### src/rtl/uart_tx_ctrl.sv
// UART transmit controller: one-entry hold buffer, frame FSM and line mux.
// Drives an external serializer that shifts frame data out LSB first.
module uart_tx_ctrl #(
  parameter int WIDTH = 8
) (
  input  logic             clk,
  input  logic             rst,
  input  logic [WIDTH-1:0] P_DATA,
  input  logic             Data_Valid,
  input  logic             PAR_EN,
  input  logic             PAR_TYP,
  input  logic             ser_data,
  output logic             in_ready,
  output logic [WIDTH-1:0] ser_pdata,
  output logic             ser_load,
  output logic             ser_en,
  output logic             TX_OUT,
  output logic             busy,
  output logic             tx_done
);

  localparam int CW = (WIDTH > 1) ? $clog2(WIDTH) : 1;
  localparam logic [CW-1:0] LAST = CW'(WIDTH - 1);

  typedef enum logic [2:0] {
    IDLE,
    START,
    DATA,
    PARITY,
    STOP
  } state_t;

  state_t           state;
  state_t           state_nx;
  logic [WIDTH-1:0] hold_data;
  logic             hold_valid;
  logic [WIDTH-1:0] cur_data;
  logic [CW-1:0]    cnt;
  logic             par_q;
  logic             par_en_q;
  logic             accept;
  logic             load;

  assign in_ready  = !hold_valid;
  assign ser_pdata = cur_data;
  assign accept    = Data_Valid && in_ready;
  // A held byte is taken only from IDLE or the last stop cycle,
  // so accept and load can never hit the same buffer entry.
  assign load      = hold_valid && (state == IDLE || state == STOP);

  always_ff @(posedge clk or posedge rst) begin
    if (rst) begin
      state      <= IDLE;
      hold_data  <= '0;
      hold_valid <= 1'b0;
      cur_data   <= '0;
      cnt        <= '0;
      par_q      <= 1'b0;
      par_en_q   <= 1'b0;
    end else begin
      state <= state_nx;
      if (accept) begin
        hold_data  <= P_DATA;
        hold_valid <= 1'b1;
      end
      if (load) begin
        cur_data   <= hold_data;
        hold_valid <= 1'b0;
        par_en_q   <= PAR_EN;
        par_q      <= (^hold_data) ^ PAR_TYP;
      end
      if (state == START) begin
        cnt <= '0;
      end else if (state == DATA) begin
        cnt <= cnt + CW'(1);
      end
    end
  end

  always_comb begin
    state_nx = state;
    TX_OUT   = 1'b1;
    ser_load = 1'b0;
    ser_en   = 1'b0;
    busy     = 1'b1;
    tx_done  = 1'b0;
    unique case (state)
      IDLE: begin
        busy = 1'b0;
        if (hold_valid) state_nx = START;
      end
      START: begin
        TX_OUT   = 1'b0;
        ser_load = 1'b1;
        state_nx = DATA;
      end
      DATA: begin
        TX_OUT = ser_data;
        ser_en = 1'b1;
        if (cnt == LAST) state_nx = par_en_q ? PARITY : STOP;
      end
      PARITY: begin
        TX_OUT   = par_q;
        state_nx = STOP;
      end
      STOP: begin
        tx_done  = 1'b1;
        state_nx = hold_valid ? START : IDLE;
      end
      default: state_nx = IDLE;
    endcase
  end

endmodule

### config.mk
export PLATFORM = sky130hd
export DESIGN_NAME = uart_tx_ctrl
export DESIGN_NICKNAME = d
export VERILOG_FILES = /design/src/rtl/uart_tx_ctrl.sv
export SDC_FILE = /design/constraint.sdc
export NUM_CORES = 1
export LEC_CHECK = 0
export CAP_MARGIN = 10
export CORE_AREA = 10 10 63 65
export DETAILED_ROUTE_END_ITERATION = 12
export DIE_AREA = 0 0 73 75
export PLACE_DENSITY = 0.81
export SYNTH_ARGS = -nofsm -noshare
export SYNTH_HDL_FRONTEND = slang
export SYNTH_SLANG_ARGS = --single-unit
### constraint.sdc
create_clock -name clk -period 1.3 [get_ports clk]
set_input_delay 0.195 -clock clk [delete_from_list [all_inputs] [get_ports clk]]
set_output_delay 0.195 -clock clk [all_outputs]
set_load 0.01 [all_outputs]
==> results of run 1 <==
[layout make-up]
cell class	instances	area share (%)
timing repair buffer	49	27.2
inverter	4	0.885
clock buffer	4	1.55
tap	31	2.29
multi-input combinational	58	31.0
sequential	25	37.0
[worst max-delay path, stage by stage, from the launching register on]
cell and delay (ns):
dfrtp_1 0.44, buf_6 0.14, or3_1 0.31, buf_2 0.15
[per-layer routing]
| metal | track usage (%) | vias to the layer above | wire, um | part of all wire, % |
|---|---|---|---|---|
| li1 | - | 412 | - | - |
| met1 | 10.4 | 431 | 1000 | 37 |
| met2 | 18.8 | 25 | 1460 | 54 |
| met3 | 3.15 | 5 | 189 | 7.0 |
| met4 | 4.43 | 0 | 41 | 1.5 |
| met5 | 0 | - | 0 | 0 |
[timing repair]
action | 4_1_cts | 5_1_grt
resized for setup | 42 | 13
setup endpoints to repair | 24 | 27
gates cloned | 1 | 0
pin swaps | 4 | 3
setup buffers | 6 | 5
[flip-flops by register name, summed over array words and instances, names as in the netlist]
| name | cells |
|---|---|
| cnt | 3 |
| hold_data | 8 |
| hold_valid | 1 |
| par_en_q | 1 |
| par_q | 1 |
| ser_pdata | 8 |
| state | 3 |
[final timing paths]
path,startpoint,end,slack [ns],cells past startpoint
max in group asynchronous,rst,state[0],0.84,3
hold / removal,rst,cnt[0],0.20,3
setup / recovery,state[1],busy,-0.24,3
setup reg to reg,state[1],ser_pdata[4],-0.20,6
min in group clk,P_DATA[1],hold_data[1],0.48,2
hold reg to reg,ser_pdata[2],ser_pdata[2],0.52,1
[power groups by stage]
| stage | Clock (mW) | Combinational (mW) | Sequential, mW |
|---|---|---|---|
| 2_1_floorplan | 0 | 1.31 | 1.46 |
| 3_3_place_gp | 0 | 2.18 | 1.45 |
| 3_5_place_dp | 0 | 2.31 | 1.48 |
| 4_1_cts | 0.344 | 2.59 | 1.45 |
| 5_1_grt | 0.385 | 2.96 | 1.49 |
| 6_report | 0.338 | 2.74 | 1.44 |
[metrics by stage]
| stage | hold WS, ns | instances | area, um2 |
|---|---|---|---|
| floorplan | 0.222 | 91 | 1130 |
| global placement | 0.489 | 155 | 1510 |
| detailed placement | 0.498 | 155 | 1510 |
| CTS | 0.220 | 166 | 1620 |
| global route | 0.223 | 171 | 1700 |
| finish | 0.204 | 171 | 1700 |
[cells in the final DEF, fill, tap and decap left out, types with 3 or more instances in the layout]
master           instances
a21oi_1                  5
buf_2                    4
buf_4                   15
buf_6                    6
clkbuf_4                 3
clkdlybuf4s50_1         13
dfrtp_1                 23
dlygate4sd2_1            9
inv_1                    4
mux2_2                  17
o2bb2ai_1                3
xnor2_1                  4
[Yosys cell counts]
library cell	number	area share (%)
or2_2	1	0.55
nand4b_1	1	0.77
xor2_1	2	1.5
inv_1	4	1.3
and2_1	1	0.55
xnor3_1	1	2.0
xnor2_1	4	3.1
o2bb2ai_1	3	2.3
o21a_1	1	0.66
o21ai_0	1	0.44
nand2b_1	2	1.1
buf_2	2	0.88
o21ai_1	1	0.44
nand2_1	5	1.7
ha_1	2	2.2
or3_1	1	0.55
nor2_1	4	1.3
mux2_2	17	17
clkbuf_1	2	0.66
nor3b_1	1	0.66
dfrtp_1	25	55
nor3_1	2	0.88
nor2b_1	1	0.55
a22oi_1	2	1.3
a21oi_1	5	2.2
[cells by family (layout without fill, tap and decap cells)]
group | after synthesis | count (layout) | synth area share, %
DFF | 25 | 25 | 55.3
buffers and inverters | 8 | 57 | 2.88
adders and majority gates | 2 | 2 | 2.21
xor gates and xnor gates | 7 | 7 | 6.64
and+or+nand+nor | 19 | 19 | 8.63
muxes | 17 | 17 | 16.9
AOI/OAI and AO/OA | 13 | 13 | 7.41
==> run metrics, run 1 <==
run status=finished, violations left; failing checks=negative setup slack; hold violation total from the final report=0; remaining max-slew budget at the tightest pin=79.3%; initial antenna violation count=0; Num CTS Buffers=3; average via count per standard cell=5.11; mean area per synthesized cell=12.4 um2; area taken by flip-flops and latches=between 600 and 700 um2; number of design rule violations left after detail routing=0; count of buffers from port buffering=27; number of global-route vias before repair=968; post-route clock period utilization=118%; starting density of the core=41.7%; post-synthesis sequential element count=25; relative contribution of combinational cells to total power=60.7%; latest clock arrival within the worst-skew pair=0.32 ns; Antenna diodes=0; top-level port count=28; clock slew at the register clock pins of the worst setup and hold paths=between 0.1 and 0.15 ns; final routed wire length divided by cell count=15.7 um; category of the worst setup path capture point=primary output; Root Driver=clkbuf_4; final total power=4.52 mW; post-synthesis cell count=91; Iter 0 DRT Violations=25; total via count in the routed design=873; half-perimeter wire length after detailed placement=1920 um; synthesized net count=107; clock group share of total power=7.5%; number of violations of the max-capacitance limit=0; quantity of hold-fixing buffers added after cts=0; final estimated routing congestion in global placement=roughly 0.67; Cell Area, Synth=1130 um2; layout net count=157; x dimension of the die=approximately 73 um; data required time of the critical path=1.11 ns; largest net degree at the start of global routing=26; maximum achievable frequency=649 MHz; RSZ-0062 raised after global routing=yes; number of antenna-violating nets in the routed design=0; utilization of the core after routing=between 60% and 70%; power share of the sequential group=31.8%; Placeable Area=2710 um2; sequential-to-total area share from yosys stat=roughly 55%; chip height=75 um; clock tree from TritonCTS=done; power per unit of standard cell area=2660 nW/um2; Total Routing Usage GR=10.2%; first-pass GRT wire length=4400 um; count of endpoints failing setup in the final report=16; clk buf depth=2; Final Critical Period=1.54 ns; WP data arrival=~1.4 ns; Final WS setup=-0.240 ns; fill cell total of the finished layout=224; slew of the pin with the lowest slew margin=0.310 ns; internal power=roughly 2.9 mW; worst min-delay path class=in2async; Switch Pwr=1.58 mW; number of pins exceeding their max-slew limit in the final report=0; WL final=between 2000 and 3000 um; warning count from the yosys run=0; die area=between 5000 and 6000 um2; startpoint class of the critical path=flip-flop; Total Negative Setup Slacks=-1.71 ns; fraction of final layout cells with drive strength greater than 1=between 40% and 50%; worst clock skew=0.00344 ns; switching power share of the total=35.0%; number of search-and-repair iterations in the first detailed-routing pass=4; Leak=0.797 nW; deepest level of the CTS H-tree=1; grt ovf=0; count of different cell masters after synthesis=25; start-to-end type of the worst setup path=reg2out; peak fanout along the critical path=3; worst-case setup slack after placement=-0.290 ns; number of clock sinks=25; Syn-to-layout area delta=50.0%; largest voltage drop on the vdd net=between 0.0015 and 0.002 V; Multi-input gate area=527 um2; row count=19
Power figures use the tool's default switching activity.
==> inputs of run 2 (changes only) <==
==> constraint.sdc (replaced) <==
create_clock -name clk -period 1.3 [get_ports clk]
set_input_delay 0.26 -clock clk [delete_from_list [all_inputs] [get_ports clk]]
set_output_delay 0.26 -clock clk [all_outputs]
set_load 0.01 [all_outputs]
==> run 2 against run 1 <==
Against the previous run: clock power is essentially flat; worst hold slack gained 0.060 ns; clock skew up 0.0096 ns; total power shrank 6.0%; critical endpoint unchanged; fmax shrank 2.7%; the run still ends with negative setup slack left; register-to-register slack better by 0.04 ns; sequential cell count did not move.
==> run metrics, run 2 (same netlist as run 1, synthesis figures left out) <==
worst min-delay path class=in2async; final total power=4.25 mW (-6.0%); Max stage delay cell, worst path=dfrtp_1; worst flop-to-flop path endpoint=ser_pdata[4]; Iter 0 DRT Violations=13 (-48%); data required time of the critical path=1.04 ns (-0.07 ns); total placed instance area=1510 um2 (unchanged); cell depth of the worst flop-to-flop path=6 (unchanged); clk buf depth=2 (unchanged); first-pass GRT wire length=4080 um (-7.4%); clock slew at the register clock pins of the worst setup and hold paths=0.14 ns (about the same); count of endpoints failing setup in the final report=15 (-1); RSZ-0062 raised after global routing=yes; WP data arrival=1.32 ns (-0.03 ns); max incr delay on CP=0.44 ns (about the same); start-to-end type of the worst setup path=reg2out; average via count per standard cell=5.05 (-1.1%); chip height=75 um (unchanged); latest clock arrival within the worst-skew pair=0.32 ns (about the same); count of buffers from port buffering=27 (unchanged); Total Routing Usage GR=9.17% (-1.0 points); worst path cell trace=buf_6, or3_1, buf_2; startpoint class of the critical path=flip-flop; Antenna diodes=0 (unchanged); category of the worst setup path capture point=primary output; peak fanout along the critical path=4 (+1); layout net count=153 (-2.5%); final estimated routing congestion in global placement=0.691 (+3.0%); number of pins exceeding their max-slew limit in the final report=0 (unchanged); initial antenna violation count=0 (unchanged); number of search-and-repair iterations in the first detailed-routing pass=2 (-2); half-perimeter wire length after detailed placement=1900 um (-1.0%); Syn-to-layout area delta=44.6%; power per unit of standard cell area=2600 nW/um2 (-2.5%); quantity of hold-fixing buffers added after cts=0 (unchanged); area of all placed cells without fillers=1640 um2 (-3.6%); largest net degree at the start of global routing=26 (unchanged); fraction of final layout cells with drive strength greater than 1=40.4% (-3.1 points); total via count in the routed design=843 (-3.4%); failing checks=negative setup slack; largest voltage drop on the vdd net=0.00163 V (-0.21%); Root Driver=clkbuf_4; number of antenna-violating nets in the routed design=0 (unchanged); Final Critical Period=1.58 ns (+0.0426 ns); row count=19 (unchanged); number of design rule violations left after detail routing=0 (unchanged); number of violations of the max-capacitance limit=0 (unchanged); x dimension of the die=73 um (unchanged); worst clock skew=0.0131 ns (+0.00961 ns); maximum achievable frequency=632 MHz (-2.7%); clock tree from TritonCTS=done; grt ovf=0 (unchanged); termination of the worst setup path=busy; number of global-route vias before repair=938 (-3.1%); Leak=0.764 nW (-4.2%); Final WS setup=-0.283 ns (-0.0426 ns); Worst Setup SP=state[0]; remaining max-slew budget at the tightest pin=79.5% (+0.22 points); hold violation total from the final report=0 (unchanged); worst r2r src=state[1]; setup slack on the worst flop-to-flop path=-0.16 ns (+0.04 ns); WL final=2520 um (-6.5%); die area=5480 um2 (unchanged); post-route clock period utilization=122% (+3.3 points); Num CTS Buffers=3 (unchanged); most used cells in the layout excluding fill and tap cells=dfrtp_1, mux2_2, clkdlybuf4s50_1, buf_4, dlygate4sd2_1; deepest level of the CTS H-tree=1 (unchanged); starting density of the core=41.7% (unchanged); top-level port count=28 (unchanged); slew of the pin with the lowest slew margin=0.307 ns (-0.00331 ns); Placeable Area=2710 um2 (unchanged); most common cell after layout, fill and taps aside=dfrtp_1; number of clock sinks=25 (unchanged); run status=finished, violations left; final routed wire length divided by cell count=15.1 um (-4.3%); utilization of the core after routing=60.3% (-2.3 points); Total Negative Setup Slacks=-2.42 ns (-0.710 ns)
run 2: cell count changes in the layout (fill, tap and decap cells not counted), moves of 2 or more:
| cell | change |
|---|---|
| nor2_2 | -2 |
| buf_6 | -2 |
| buf_4 | -2 |
| dlygate4sd2_1 | -3 |
| clkdlybuf4s15_1 | +2 |
| mux2_2 | -4 |
| mux2_4 | +4 |
| nor2_1 | +2 |
run 2: worst min-delay path by stage:
stage	cells past startpoint	from	slack, ns	end
3_3_place_gp	1	ser_pdata[3]	0.49	ser_pdata[3]
4_1_cts	3	rst	0.28	state[2]
6_report	3	rst	0.26	hold_data[3]
3_5_place_dp	1	ser_pdata[3]	0.49	ser_pdata[3]
5_1_grt	3	rst	0.28	ser_pdata[7]
2_1_floorplan	1	rst	0.29	cnt[0]
run 2: power by group:
part / internal, mW / switching (mW) / total, mW
sequential: 1.16 / 0.295 / 1.46
clock: 0.115 / 0.223 / 0.338
combinational: 1.49 / 0.965 / 2.45
total: 2.76 / 1.48 / 4.25
run 2: cell type report:
cell class                      instances  area (um2)
Fill cell                             225        1070
Sequential cell                        25         627
Multi-Input combinational cell         58         526
Timing Repair Buffer                   45         402
Tap cell                               31        38.8
Clock buffer                            3        22.5
Inverter                                4        15.0
Clock inverter                          1        5.00
run 2: timing repair:
item                       CTS  global route
setup endpoints to repair   24            31
buffers inserted             6             2
gates resized for setup     35            17
pin swaps                    2             3
run 2: per-stage QoR:
| stage | worst slack (ns) | hold slack [ns] | instances |
|---|---|---|---|
| global placement | -0.348 | 0.490 | 155 |
| floorplan | 0.0407 | 0.287 | 91 |
| CTS | -0.271 | 0.275 | 165 |
| global route | -0.362 | 0.284 | 167 |
| detailed placement | -0.395 | 0.492 | 155 |
| finish | -0.283 | 0.264 | 167 |
run 2: critical path: cells and delay by family (launching register included):
kind | cells | cell delay (ns)
and+or+nand+nor | 1 | 0.29
buffers and inverters | 2 | 0.28
DFF | 1 | 0.44
run 2: layer usage:
metal	GRT usage (%)	vias to the layer above	wire length, um
met5	0	-	0
met4	1.90	0	17
met3	3.94	2	226
met2	18.3	22	1390
met1	8.25	411	885
li1	-	408	-
